[config.mk]
export PLATFORM = sky130hd
export DESIGN_NAME = out_port_fifo
export DESIGN_NICKNAME = d
export VERILOG_FILES = /design/src/rtl/out_port_fifo.sv
export SDC_FILE = /design/constraint.sdc
export NUM_CORES = 1
export LEC_CHECK = 0
export ABC_AREA = 1
export BUFFER_PORTS_ARGS = -buffer_cell sky130_fd_sc_hd__buf_4
export CAP_MARGIN = 20
export CORE_ASPECT_RATIO = 1.5
export CORE_MARGIN = 10
export CORE_UTILIZATION = 51
export CTS_CLUSTER_SIZE = 25
export DETAILED_ROUTE_END_ITERATION = 8
export GPL_ROUTABILITY_DRIVEN = 0
export MAX_ROUTING_LAYER = met4
export PLACE_DENSITY = 0.72
export SYNTH_ARGS = -nofsm -noshare
export SYNTH_HDL_FRONTEND = slang
export SYNTH_SLANG_ARGS = --single-unit
[constraint.sdc]
create_clock -name clock -period 2.8 [get_ports clock]
set_input_delay 0.7 -clock clock [delete_from_list [all_inputs] [get_ports clock]]
set_output_delay 0.7 -clock clock [all_outputs]
set_load 0.02 [all_outputs]
[src/rtl/out_port_fifo.sv]
// rtl/out_port_fifo.sv - change-detecting capture FIFO for the processor dout bus
module out_port_fifo #(
  parameter int WIDTH = 16,
  parameter int DEPTH = 8,
  parameter int AW    = 3
) (
  input  logic             clock,
  input  logic             reset,
  input  logic [WIDTH-1:0] dout_in,
  input  logic             cap_en,
  output logic [WIDTH-1:0] out_data,
  output logic             out_valid,
  input  logic             out_ready,
  output logic [AW:0]      count,
  output logic             full,
  output logic             overflow,
  output logic [7:0]       drop_cnt
);

  localparam logic [AW:0] DEPTH_C = (AW + 1)'(DEPTH);

  logic [WIDTH-1:0] mem [DEPTH];
  logic [WIDTH-1:0] last_val;
  logic [AW-1:0]    rd_ptr;
  logic [AW-1:0]    wr_ptr;

  logic push_req;
  logic pop;
  logic push_ok;
  logic push_drop;

  // Status flags come straight from the occupancy count so they move together.
  assign out_valid = (count != '0);
  assign full      = (count == DEPTH_C);

  // The processor has no write strobe: any change of dout is a new word.
  assign push_req  = cap_en && (dout_in != last_val);
  assign pop       = out_valid && out_ready;
  // A pop in the same cycle frees the slot, so a full FIFO can still accept.
  assign push_ok   = push_req && (!full || pop);
  assign push_drop = push_req && full && !pop;

  // Storage contents are meaningless when empty; present zero instead.
  assign out_data  = out_valid ? mem[rd_ptr] : '0;

  // Change tracking runs regardless of cap_en so re-enabling does not
  // capture a stale value.
  always_ff @(posedge clock) begin
    if (reset) begin
      last_val <= '0;
    end else begin
      last_val <= dout_in;
    end
  end

  // Storage array; no reset needed since unread slots are never observed.
  always_ff @(posedge clock) begin
    if (!reset && push_ok) begin
      mem[wr_ptr] <= dout_in;
    end
  end

  // Pointers and occupancy; pointers wrap naturally at DEPTH.
  always_ff @(posedge clock) begin
    if (reset) begin
      rd_ptr <= '0;
      wr_ptr <= '0;
      count  <= '0;
    end else begin
      if (push_ok) begin
        wr_ptr <= wr_ptr + 1'b1;
      end
      if (pop) begin
        rd_ptr <= rd_ptr + 1'b1;
      end
      if (push_ok && !pop) begin
        count <= count + 1'b1;
      end else if (pop && !push_ok) begin
        count <= count - 1'b1;
      end
    end
  end

  // Loss accounting: sticky flag plus a saturating drop counter.
  always_ff @(posedge clock) begin
    if (reset) begin
      overflow <= 1'b0;
      drop_cnt <= '0;
    end else if (push_drop) begin
      overflow <= 1'b1;
      if (drop_cnt != 8'hFF) begin
        drop_cnt <= drop_cnt + 1'b1;
      end
    end
  end

endmodule
==> results.tsv <==
stage	metric	value	unit
setup_path	crit_path_end_kind	output port	
clocking	postCtsSetupBuffers	0	
setup_path	path_class	reg -> out	
synthesis	synthArstFlopShare	0	
die	die-area	18500	µm²
routing	wl_per_cell	17.6	µm
power_and_ir_drop	p_comb_frac	0.294	
clocking	cts_max_path_buffers	2	
synthesis	synth_seq_cells	166	
setup_path	cp_max_fo	44	
synthesis	synth_edf_count	128	
die	initial_core_util	0.523	
timing	rsz0062_at_grt	true	
power_and_ir_drop	peakVddDrop	0.498	mV
synthesis	yosysWarnings	0	
timing	finalCriticalPeriod	2.68	ns
clocking	clk_pin_slew_worst_paths	0.06	ns
placement	placed_cells	874	
grt	grt_use_met3	0.0456	
timing	setup_viol	0	
setup_path	required	2.10	ns
routing	via_per_inst	5.44	
routing	wl	15900	µm
die	num_io_pins	51	
grt	met2_usage	0.304	
placement	dp.final_hpwl	10200	µm
power_and_ir_drop	sequentialPowerShare	0.401	
grt	grt_most_used_layer	met2	
synthesis	ys.flop_type	edfxtp_1	
placement	port_buffers	50	
routing	drc	0	
timing	fin_crit_sh	0.957	
run_status	status	completed	
power_and_ir_drop	design_power_total	0.00714	W
setup_path	cpPeakStageDelay	0.42	ns
timing	hold_viol	0	
setup_path	critical-path-top-delay-family	compound AO/OA/AOI/OAI gates	
grt	grt_pass1_wl	26000	µm
cells_and_area	stdcell_count	904	
setup_path	cp-start-kind	flop	
die	coreArea	13000	µm²
synthesis	post_synth_instance_area	6810	µm²
grt	use_met1	0.207	
setup_path	cp.arrival	1.98	ns
clocking	ctsHoldBuffers	0	
synthesis	synth.net_count	666	
timing	worstMarginPinSlew	0.819	ns
die	die_h	162	µm
power_and_ir_drop	p_leak	3.22	nW
clocking	cts.sinks	166	
synthesis	ys_types	29	
cells_and_area	final_util	0.635	
timing	clock.fmax	0.373	GHz
grt	antenna_found_initial	0	
clocking	clock-root-buffer	clkbuf_16	
synthesis	syn_area_per_cell	10.7	µm²
clocking	numCtsBuffers	17	
cells_and_area	synthToLayoutAreaGrowth	21.3	%
die	rows	51	
cells_and_area	drive_gt1_frac	0.204	
grt	grt_use_total	0.182	
grt	grt_overflow	0	
power_and_ir_drop	switching_power	0.00229	W
setup_path	critPathSlowestCell	dfxtp_4	
power_and_ir_drop	swShare	0.321	
clocking	tritoncts	yes	
routing	antenna_left	0	
timing	slew_viol_final	0	
timing	fin_setup_tns	0	ns
grt	grt_pass1_vias	5149	
routing	first_iter_violations	363	
timing	holdWs	0.460	ns
clocking	htreeDepth	4	
synthesis	ys_seq_area_frac	0.676	
power_and_ir_drop	power.density	864	nW/µm²
timing	finClkSkew	0.00745	ns
cells_and_area	diodes	0	
power_and_ir_drop	power_frac_clock	0.305	
hold_path	min_path_type	reg -> reg	
setup_path	path_cells	inv_2, buf_12, o21ai_0, o22ai_1, o21ai_1, a31oi_1, buf_4	
grt	grt_max_degree	45	
routing	first_pass_iters	6	
clocking	clock_latency	0.42	ns
setup_path	crit_buf_inv	3	
routing	vias	4922	
timing	relSlewSlack	0.451	
power_and_ir_drop	intPower	0.00485	W
run	drv_cap	0	
die	die_w	114	µm
cells_and_area	layout.nets	761	
synthesis	synth_cells	639	
## state kept, by name, indices dropped and copies added, names as in the netlist, named ones only
name      flops
mem         128
last_val     16
drop_cnt      8
count         4
rd_ptr        3
wr_ptr        3
overflow      1
## metal layers
layer	part of all wire	up-vias
met5	0	-
met4	0.020	0
met3	0.067	22
met2	0.52	172
met1	0.40	2358
li1	-	2370
## tightest hold or removal path, delay by kind of cell, from the launching register on
family,cells,cell delay (ns)
flip-flops,1,0.31
buffers and inverters,1,0.05
AO/OA/AOI/OAI,1,0.05
## repair_timing
action / CTS / global route
endpoints found under the setup margin: 1 / 3
resized for setup: 1 / 4
endpoints found under the hold margin: 0 / 0
## synth_stat cells, types with 3 or more instances
cell,number,area [µm²]
nand2_1,85,319
buf_2,7,35.0
o22ai_1,16,100
nor2_1,131,492
ha_1,6,75.1
o21ai_1,11,55.1
edfxtp_1,128,3840
inv_2,3,11.3
a31oi_1,16,100
dfxtp_1,38,761
nor3_1,5,25.0
o21ai_0,76,380
xor2_1,8,70.1
clkbuf_1,14,52.6
a21oi_1,19,95.1
buf_4,3,22.5
inv_1,53,199
nand3_2,5,50.1
## cell usage in the layout, fill, tap and decap left out, drive strengths merged
| cell | Yosys | final |
|---|---|---|
| a21oi | 19 | 19 |
| a31oi | 16 | 16 |
| buf | 11 | 102 |
| bufinv | 0 | 2 |
| clkbuf | 15 | 19 |
| clkinv | 0 | 7 |
| clkinvlp | 0 | 2 |
| dfxtp | 38 | 38 |
| edfxtp | 128 | 128 |
| fa | 1 | 1 |
| ha | 6 | 6 |
| inv | 56 | 56 |
| nand2 | 87 | 87 |
| nand3 | 7 | 7 |
| nand4 | 2 | 2 |
| nor2 | 135 | 135 |
| nor3 | 5 | 5 |
| nor3b | 1 | 1 |
| o21ai | 87 | 87 |
| o22ai | 16 | 16 |
| xnor2 | 1 | 1 |
| xor2 | 8 | 8 |
## kinds of logic (layout without fill, tap and decap cells)
| group | Yosys count | count (layout) | share of synthesized area |
|---|---|---|---|
| and+or+nand+nor | 237 | 237 | 0.143 |
| DFF | 166 | 166 | 0.676 |
| AOI/OAI and AO/OA | 138 | 138 | 0.107 |
| buffers and inverters | 82 | 188 | 0.0483 |
| xor gates and xnor gates | 9 | 9 | 0.0116 |
| adders and majority gates | 7 | 7 | 0.0140 |
## stage by stage
step	setup WS, ns	cell area (µm²)
3_3_place_gp	-0.185	7700
5_1_grt	-0.00733	8270
3_5_place_dp	-0.303	7700
6_report	0.121	8270
2_1_floorplan	-0.0900	6810
4_1_cts	0.0432	8250
## final timing paths
| check | depth (start not counted) | from | slack (ns) | to |
|---|---|---|---|---|
| worst max-delay path | 7 | flop | 0.12 | out_data[2] |
| worst min register to register | 2 | overflow | 0.46 | overflow |
| worst max register to register | 20 | last_val[12] | 0.27 | count[3] |
| worst min-delay path | 2 | overflow | 0.46 | overflow |
## area by class of cell
class	count	area (µm²)
Multi-Input combinational cell	391	1910
Sequential cell	166	4610
Tap cell	159	199
Inverter	56	210
Fill cell	1025	4750
Clock inverter	11	111
Timing Repair Buffer	102	795
Clock buffer	19	433
## power groups by stage
stage               sequential (W)  combinational (W)  clock [W]
floorplan                  0.00290            0.00124          0
global placement           0.00291            0.00204          0
detailed placement         0.00291            0.00210          0
CTS                        0.00286            0.00211    0.00220
global route               0.00288            0.00233    0.00230
finish                     0.00286            0.00210    0.00218
(Power assumes the default switching activity.)
